--- config.mk ---
export PLATFORM = sky130hd
export DESIGN_NAME = store_ofmap
export DESIGN_NICKNAME = d
export VERILOG_FILES = /design/src/rtl/store_ofmap_pkg.sv /design/src/rtl/store_ofmap_byte_lane_writer.sv /design/src/rtl/store_ofmap.sv
export SDC_FILE = /design/constraint.sdc
export NUM_CORES = 1
export LEC_CHECK = 0
export CORE_UTILIZATION = 40
export DETAILED_ROUTE_END_ITERATION = 8
export HOLD_SLACK_MARGIN = 0.06
export PLACE_DENSITY = 0.78
export SLEW_MARGIN = 30
export SYNTH_ARGS = -nofsm -noshare
export SYNTH_HDL_FRONTEND = slang
export SYNTH_SLANG_ARGS = --single-unit
--- constraint.sdc ---
create_clock -name clk -period 3.9 [get_ports clk]
set_input_delay 0.975 -clock clk [delete_from_list [all_inputs] [get_ports clk]]
set_output_delay 0.975 -clock clk [all_outputs]
set_load 0.05 [all_outputs]
--- src/rtl/store_ofmap_pkg.sv ---
// Shared definitions for store_ofmap: FSM state encodings, byte-lane geometry
// and the byte-offset to one-hot byte-enable decode.
package store_ofmap_pkg;

    typedef enum logic [0:0] {
        ST_IDLE  = 1'b0,
        ST_STORE = 1'b1
    } state_t;

    localparam int LANE_BYTES = 32 / 8;
    localparam int OFFSET_W   = $clog2(LANE_BYTES);

    function automatic logic [LANE_BYTES-1:0] wen_decode(input logic [OFFSET_W-1:0] offset);
        wen_decode = LANE_BYTES'(1) << offset;
    endfunction

endpackage

--- src/rtl/store_ofmap_byte_lane_writer.sv ---
// One BRAM write port: registers word address, replicated byte and byte enable.
// STORE_OFMAP_RELU_EN clamps negative (signed) bytes to zero before the write.
module byte_lane_writer
    import store_ofmap_pkg::*;
#(
    parameter int BRAM_ADDR_BIT = 32,
    parameter int BRAM_WIDTH    = 32,
    parameter int DATA_WIDTH    = 8,
    parameter int BRAM_BYTE     = BRAM_WIDTH / 8
) (
    input  logic                     clk,
    input  logic                     rst,
    input  logic                     accept,
    input  logic [BRAM_ADDR_BIT-1:0] addr,
    input  logic [DATA_WIDTH-1:0]    data,
    output logic [BRAM_ADDR_BIT-1:0] bram_addr,
    output logic [BRAM_WIDTH-1:0]    bram_din,
    output logic [BRAM_BYTE-1:0]     bram_wen
);

    logic [BRAM_ADDR_BIT-1:0] addr_p1;
    logic [BRAM_WIDTH-1:0]    din_p1;
    logic [BRAM_BYTE-1:0]     wen_p1;

    function automatic logic [DATA_WIDTH-1:0] relu(input logic signed [DATA_WIDTH-1:0] x);
`ifdef STORE_OFMAP_RELU_EN
        relu = (x < 0) ? '0 : x;
`else
        relu = x;
`endif
    endfunction

    // p1: write registered one cycle after accept; addr/din hold when idle
    always_ff @(posedge clk or posedge rst) begin
        if (rst) begin
            addr_p1 <= '0;
            din_p1  <= '0;
            wen_p1  <= '0;
        end else begin
            wen_p1 <= '0;
            if (accept) begin
                addr_p1 <= {addr[BRAM_ADDR_BIT-1:OFFSET_W], OFFSET_W'(0)};
                din_p1  <= {BRAM_BYTE{relu(data)}};
                wen_p1  <= BRAM_BYTE'(wen_decode(addr[OFFSET_W-1:0]));
            end
        end
    end

    assign bram_addr = addr_p1;
    assign bram_din  = din_p1;
    assign bram_wen  = wen_p1;

endmodule

--- src/rtl/store_ofmap.sv ---
// Output feature-map store: four result bytes per cycle into four BRAMs,
// bursts of store_len over a circular buffer. Optional macro: STORE_OFMAP_RELU_EN.
module store_ofmap
    import store_ofmap_pkg::*;
#(
    parameter int BRAM_ADDR_BIT = 32,
    parameter int BRAM_WIDTH    = 32,
    parameter int DATA_WIDTH    = 8,
    parameter int BRAM_BYTE     = BRAM_WIDTH / 8,
    parameter int LEN_BIT       = 16
) (
    input  logic                     clk,
    input  logic                     rst,
    input  logic                     store_start,
    input  logic                     addr_rst,
    input  logic [LEN_BIT-1:0]       store_len,
    input  logic [BRAM_ADDR_BIT-1:0] ofmap_size,
    input  logic                     in_vld,
    output logic                     in_rdy,
    input  logic [DATA_WIDTH-1:0]    data0,
    input  logic [DATA_WIDTH-1:0]    data1,
    input  logic [DATA_WIDTH-1:0]    data2,
    input  logic [DATA_WIDTH-1:0]    data3,
    output logic                     store_end,
    output logic                     ofmap_end,
    output logic                     BRAM_clk,
    output logic                     BRAM_rst,
    output logic                     BRAM_en,
    output logic [BRAM_ADDR_BIT-1:0] BRAM_0_addr,
    output logic [BRAM_ADDR_BIT-1:0] BRAM_1_addr,
    output logic [BRAM_ADDR_BIT-1:0] BRAM_2_addr,
    output logic [BRAM_ADDR_BIT-1:0] BRAM_3_addr,
    output logic [BRAM_WIDTH-1:0]    BRAM_0_din,
    output logic [BRAM_WIDTH-1:0]    BRAM_1_din,
    output logic [BRAM_WIDTH-1:0]    BRAM_2_din,
    output logic [BRAM_WIDTH-1:0]    BRAM_3_din,
    output logic [BRAM_BYTE-1:0]     BRAM_0_wen,
    output logic [BRAM_BYTE-1:0]     BRAM_1_wen,
    output logic [BRAM_BYTE-1:0]     BRAM_2_wen,
    output logic [BRAM_BYTE-1:0]     BRAM_3_wen
);

    state_t                   state;
    logic [LEN_BIT-1:0]       cnt;
    logic [BRAM_ADDR_BIT-1:0] addr_cur;
    logic                     accept;
    logic                     at_last;

    assign accept  = in_vld & in_rdy;
    assign at_last = (addr_cur == ofmap_size - BRAM_ADDR_BIT'(1));

    assign BRAM_clk = clk;
    assign BRAM_rst = 1'b0;

    // p1: control and pulse outputs line up with the registered BRAM write
    always_ff @(posedge clk or posedge rst) begin
        if (rst) begin
            state     <= ST_IDLE;
            cnt       <= '0;
            addr_cur  <= '0;
            in_rdy    <= 1'b0;
            store_end <= 1'b0;
            ofmap_end <= 1'b0;
            BRAM_en   <= 1'b0;
        end else begin
            store_end <= 1'b0;
            ofmap_end <= accept & at_last;
            BRAM_en   <= accept;

            // addr_rst wins over the advance; a concurrent write still uses addr_cur
            if (addr_rst)
                addr_cur <= '0;
            else if (accept)
                addr_cur <= at_last ? '0 : addr_cur + BRAM_ADDR_BIT'(1);

            case (state)
                ST_IDLE: begin
                    if (store_start) begin
                        if (store_len == '0) begin
                            store_end <= 1'b1;
                        end else begin
                            cnt    <= store_len;
                            state  <= ST_STORE;
                            in_rdy <= 1'b1;
                        end
                    end
                end
                ST_STORE: begin
                    if (accept) begin
                        cnt <= cnt - LEN_BIT'(1);
                        if (cnt == LEN_BIT'(1)) begin
                            store_end <= 1'b1;
                            state     <= ST_IDLE;
                            in_rdy    <= 1'b0;
                        end
                    end
                end
                default: begin
                    state  <= ST_IDLE;
                    in_rdy <= 1'b0;
                end
            endcase
        end
    end

    byte_lane_writer #(
        .BRAM_ADDR_BIT(BRAM_ADDR_BIT), .BRAM_WIDTH(BRAM_WIDTH),
        .DATA_WIDTH(DATA_WIDTH), .BRAM_BYTE(BRAM_BYTE)
    ) u_lane0 (
        .clk(clk), .rst(rst), .accept(accept), .addr(addr_cur), .data(data0),
        .bram_addr(BRAM_0_addr), .bram_din(BRAM_0_din), .bram_wen(BRAM_0_wen)
    );

    byte_lane_writer #(
        .BRAM_ADDR_BIT(BRAM_ADDR_BIT), .BRAM_WIDTH(BRAM_WIDTH),
        .DATA_WIDTH(DATA_WIDTH), .BRAM_BYTE(BRAM_BYTE)
    ) u_lane1 (
        .clk(clk), .rst(rst), .accept(accept), .addr(addr_cur), .data(data1),
        .bram_addr(BRAM_1_addr), .bram_din(BRAM_1_din), .bram_wen(BRAM_1_wen)
    );

    byte_lane_writer #(
        .BRAM_ADDR_BIT(BRAM_ADDR_BIT), .BRAM_WIDTH(BRAM_WIDTH),
        .DATA_WIDTH(DATA_WIDTH), .BRAM_BYTE(BRAM_BYTE)
    ) u_lane2 (
        .clk(clk), .rst(rst), .accept(accept), .addr(addr_cur), .data(data2),
        .bram_addr(BRAM_2_addr), .bram_din(BRAM_2_din), .bram_wen(BRAM_2_wen)
    );

    byte_lane_writer #(
        .BRAM_ADDR_BIT(BRAM_ADDR_BIT), .BRAM_WIDTH(BRAM_WIDTH),
        .DATA_WIDTH(DATA_WIDTH), .BRAM_BYTE(BRAM_BYTE)
    ) u_lane3 (
        .clk(clk), .rst(rst), .accept(accept), .addr(addr_cur), .data(data3),
        .bram_addr(BRAM_3_addr), .bram_din(BRAM_3_din), .bram_wen(BRAM_3_wen)
    );

endmodule

* After elaboration in Yosys (flattened, before gate mapping)
Index checks and enable logic that the tools add are counted.
Storage, ports and cells: bits in registers 215, bits of input ports 85, output and inout port bits 278, logic and storage cells 53
Cells by class: add/subtract/negate cells 3, equal/unequal tests 6, shift-type cells 1, multiplexer cells 23, bitwise operators 3, reductions and logical operators 4
Operator list (count):
- $mux 32 | 3
- $mux 16 | 3
- $add 32x1->32 const B | 1
- $eq 32x32->1 | 1
- $pmux 16 s2 | 1
- $sub 32x1->32 const B | 1
- $eq 16x1->1 const B | 1
- $logic_not 16->1 | 1
- $sub 16x1->16 const B | 1
- $mux 1 | 12
- $pmux 1 s2 | 3
- $mux 4 | 1
- $ne 2x1->1 const B | 2
- $ne 2x2->1 const B | 2
- $reduce_and 4->1 | 1
- $shl 1x2->4 const A | 1
- $reduce_and 3->1 | 1
- $and 1x1->1 | 2
- $reduce_bool 2->1 | 1
- $not 1->1 | 1

* Longest topological paths before layout
depth in word-level cells 5, depth in mapped cells 12

* Hierarchy
From an unflattened synthesis, not the netlist that was laid out.
Unflattened totals: cells, all modules 965, area, all modules 11837.6 µm²
Modules (own cells, without submodules):
- byte_lane_writer | instances 4, cells an instance 117, area each 1930.6 µm², seq. area each 1051.0 µm²
- store_ofmap | instances 1, cells an instance 497, area each 4115.2 µm², seq. area each 1326.3 µm²

==> metrics.md <==
| Metric | Value |
|---|---|
| DP Wirelength | 21670 um |
| Ys flop type | dfrtp_1 |
| Number of flops mapped to enable cells by yosys | 0 |
| CTS Hold Bufs | 0 |
| Synthesized area per cell | 8.078 um2 |
| Fin area | 12440 um2 |
| Worst Setup Start Kind | clock port |
| Distinct cells, synth | 62 |
| Clock slew at reported path FFs | 0.05 ns |
| Wire per inst | 17.69 um |
| Final setup TNS | 0 ns |
| Drt drc | 0 |
| Largest area contributor in the netlist | dfrtp_1 |
| CTS tree | done |
| Area after DPL | 11650 um2 |
| Vias | 8434 |
| Ys Warns | 0 |
| Top-area cell type share of the netlist area | 0.3376 |
| Max FO, Critical Path | 2 |
| Vias/cell | 5.314 |
| Clock Skew | 0.008133 ns |
| Critical path data required time | 2.92 ns |
| Post-CTS Setup Repair Bufs | 0 |
| Routed wire length | 28070 um |
| Pin count of the biggest net entering global routing | 63 |
| Ranking of synthesized cells by area | dfrtp_1, buf_4, nand2_1 |
| Slew headroom | 0.3927 |
| Area delta synth->final | 41.02% |
| Hold Crit Class | register to register |
| Drt first pass iters | 5 |
| Filler cells | 1908 |
| Yosys reg bits | 119 |
| Slew @ Worst Pin | 0.9109 ns |
| Initial Utilization | 0.4131 |
| Gr ovfl total | 0 |
| Status | finished, final reports clean |
| GR Util All Layers | 0.2433 |
| PD cells | 495.0 nW/um2 |
| Layout cells sized above 1 | 0.1189 |
| Worst EP arrival | 2.89 ns |
| Leakage | 5.248 nW |
| Clock Latency Late Sink | 0.53 ns |
| Crit Path Class | clock port to output pin |
| Final worst-path cycle share | 0.9911 |
| RSZ-0062 raised after global routing | true |
| First-pass GRT wire length | 41830 um |
| Core Region | 21350 um2 |
| Asr flop ratio synth | 1.000 |
| Die X | 150.5 um |
| Overall power | 6.157 mW |
| Mapped Cells | 1092 |
| Die Ht | 150.5 um |
| Seq/Total Area, Yosys | 0.3376 |
| Fin crit period | 3.865 ns |
| Fmax | 260.2 MHz |
| N_diodes | 0 |
| PortBufs | 353 |
| Most frequent cells in the layout | clkdlybuf4s50_1, nand2_1, dfrtp_1, buf_4, nor2_1 |
| Post-DRT Antenna Nets | 0 |
| Initial antenna violation count | 0 |
| Vias in the first global route | 7486 |
| Maximum VDD drop | 0.2918 mV |
| Max Transition Viols Final | 0 |
| IO Pins | 363 |
| Final setup violation count | 0 |
| 1st-iter DRT viols | 638 |
| Max_cap viols | 0 |
| Std-Cell Rows | 53 |
| Global placement routability congestion | 0.9551 |
| CP Capture Type | output pin |
| Net count, final | 1391 |
| Die area | 22650 um2 |
| Final hold violations | 0 |
| Synth Cell Area | 8821 um2 |
| Most common cell after layout, fill and taps aside | clkdlybuf4s50_1 |
[flip-flops by register name (all words and copies together), names as in the netlist]
name and count:
u_lane0.bram_din 8, u_lane1.bram_din 8, addr_cur 32, u_lane2.bram_wen 4
state 1, store_end 1, BRAM_en 1, ofmap_end 1
u_lane1.bram_addr 30, in_rdy 1, u_lane3.bram_din 8, u_lane2.bram_din 8
cnt 16
[timing repair]
action                     4_1_cts  5_1_grt
gates resized for setup          0       13
setup endpoints to repair        0       29
hold endpoints to repair         0        0
[Yosys cell counts (5+ instances only)]
| library cell | instances |
|---|---|
| and2_1 | 8 |
| ha_1 | 7 |
| nor3b_1 | 6 |
| buf_1 | 11 |
| nor4_1 | 30 |
| nand2_1 | 233 |
| nand4_1 | 20 |
| xor2_1 | 20 |
| nand3_1 | 23 |
| clkbuf_1 | 41 |
| nor4b_1 | 5 |
| and4_1 | 5 |
| nand2b_1 | 13 |
| mux2i_1 | 15 |
| or4_1 | 8 |
| nand3b_1 | 7 |
| o2111ai_1 | 12 |
| o31ai_1 | 6 |
| or3_1 | 15 |
| or2_2 | 7 |
| buf_4 | 211 |
| o211ai_1 | 20 |
| nor2b_1 | 8 |
| xnor2_1 | 33 |
| o21ai_0 | 28 |
| nor3_1 | 27 |
| o22ai_1 | 13 |
| inv_1 | 16 |
| and3_1 | 13 |
| dfrtp_1 | 119 |
| nor2_1 | 47 |
| a31oi_1 | 7 |
| a21oi_1 | 14 |
[critical path: stages]
cell             delay (ns)
clkbuf_16              0.12
clkbuf_16              0.13
clkdlybuf4s50_1        0.69
[layout make-up]
cell class | count | area (um2) | area share
timing repair buffer | 442 | 4239 | 0.3408
multi-input combinational | 698 | 4085 | 0.3284
sequential | 119 | 2978 | 0.2394
clock buffer | 25 | 555.5 | 0.04466
tap | 275 | 344.1 | 0.02766
clock inverter | 11 | 170.2 | 0.01368
inverter | 17 | 67.56 | 0.005432
[metal layers]
| layer | wire length (um) | share of wire | global-route usage | vias to the layer above |
|---|---|---|---|---|
| met1 | 11930 | 0.43 | 0.3296 | 4050 |
| met3 | 2079 | 0.074 | 0.04667 | 41 |
| met2 | 13540 | 0.48 | 0.3869 | 395 |
| met4 | 511 | 0.018 | 0.08333 | 0 |
| li1 | - | - | - | 3948 |
| met5 | 0 | 0 | 0 | - |
[cell families after synthesis]
group / count (synthesis) / synth area share
DFF: 119 / 0.3376
xor gates and xnor gates: 53 / 0.05262
other: 1 / 0.0004251
muxes: 15 / 0.01702
adders and majority gates: 7 / 0.009929
buffers and inverters: 283 / 0.2128
AOI/OAI and AO/OA: 126 / 0.09815
and+or+nand+nor: 488 / 0.2715
[metrics by stage]
step	hold slack [ns]	setup WS, ns	cells	utilization
floorplan	0.5173	-0.09458	1100	-
global placement	0.5248	-0.4907	1551	0.5456
detailed placement	0.5342	-0.5371	1551	0.5456
CTS	0.5486	0.01357	1586	0.5792
global route	0.5898	-0.04348	1587	0.5826
finish	0.5403	0.03461	1587	0.5826
[report_power, final]
group	internal, mW	switching (mW)
Combinational	0.863	1.79
Clock	1.27	0.647
Sequential	1.38	0.213
[path summary, 6_finish.rpt]
check	to	slack, ns	startpoint	depth (start not counted)
min in group asynchronous	u_lane3.bram_din[24]	0.86	rst	2
max	BRAM_clk	0.03	clk	3
min	u_lane1.bram_addr[29]	0.54	u_lane1.bram_addr[29]	2
max in group asynchronous	cnt[12]	2.19	rst	3
max reg2reg	addr_cur[7]	1.05	addr_cur[11]	9
min reg2reg	u_lane1.bram_addr[29]	0.54	u_lane1.bram_addr[29]	2
(Power assumes the default switching activity.)
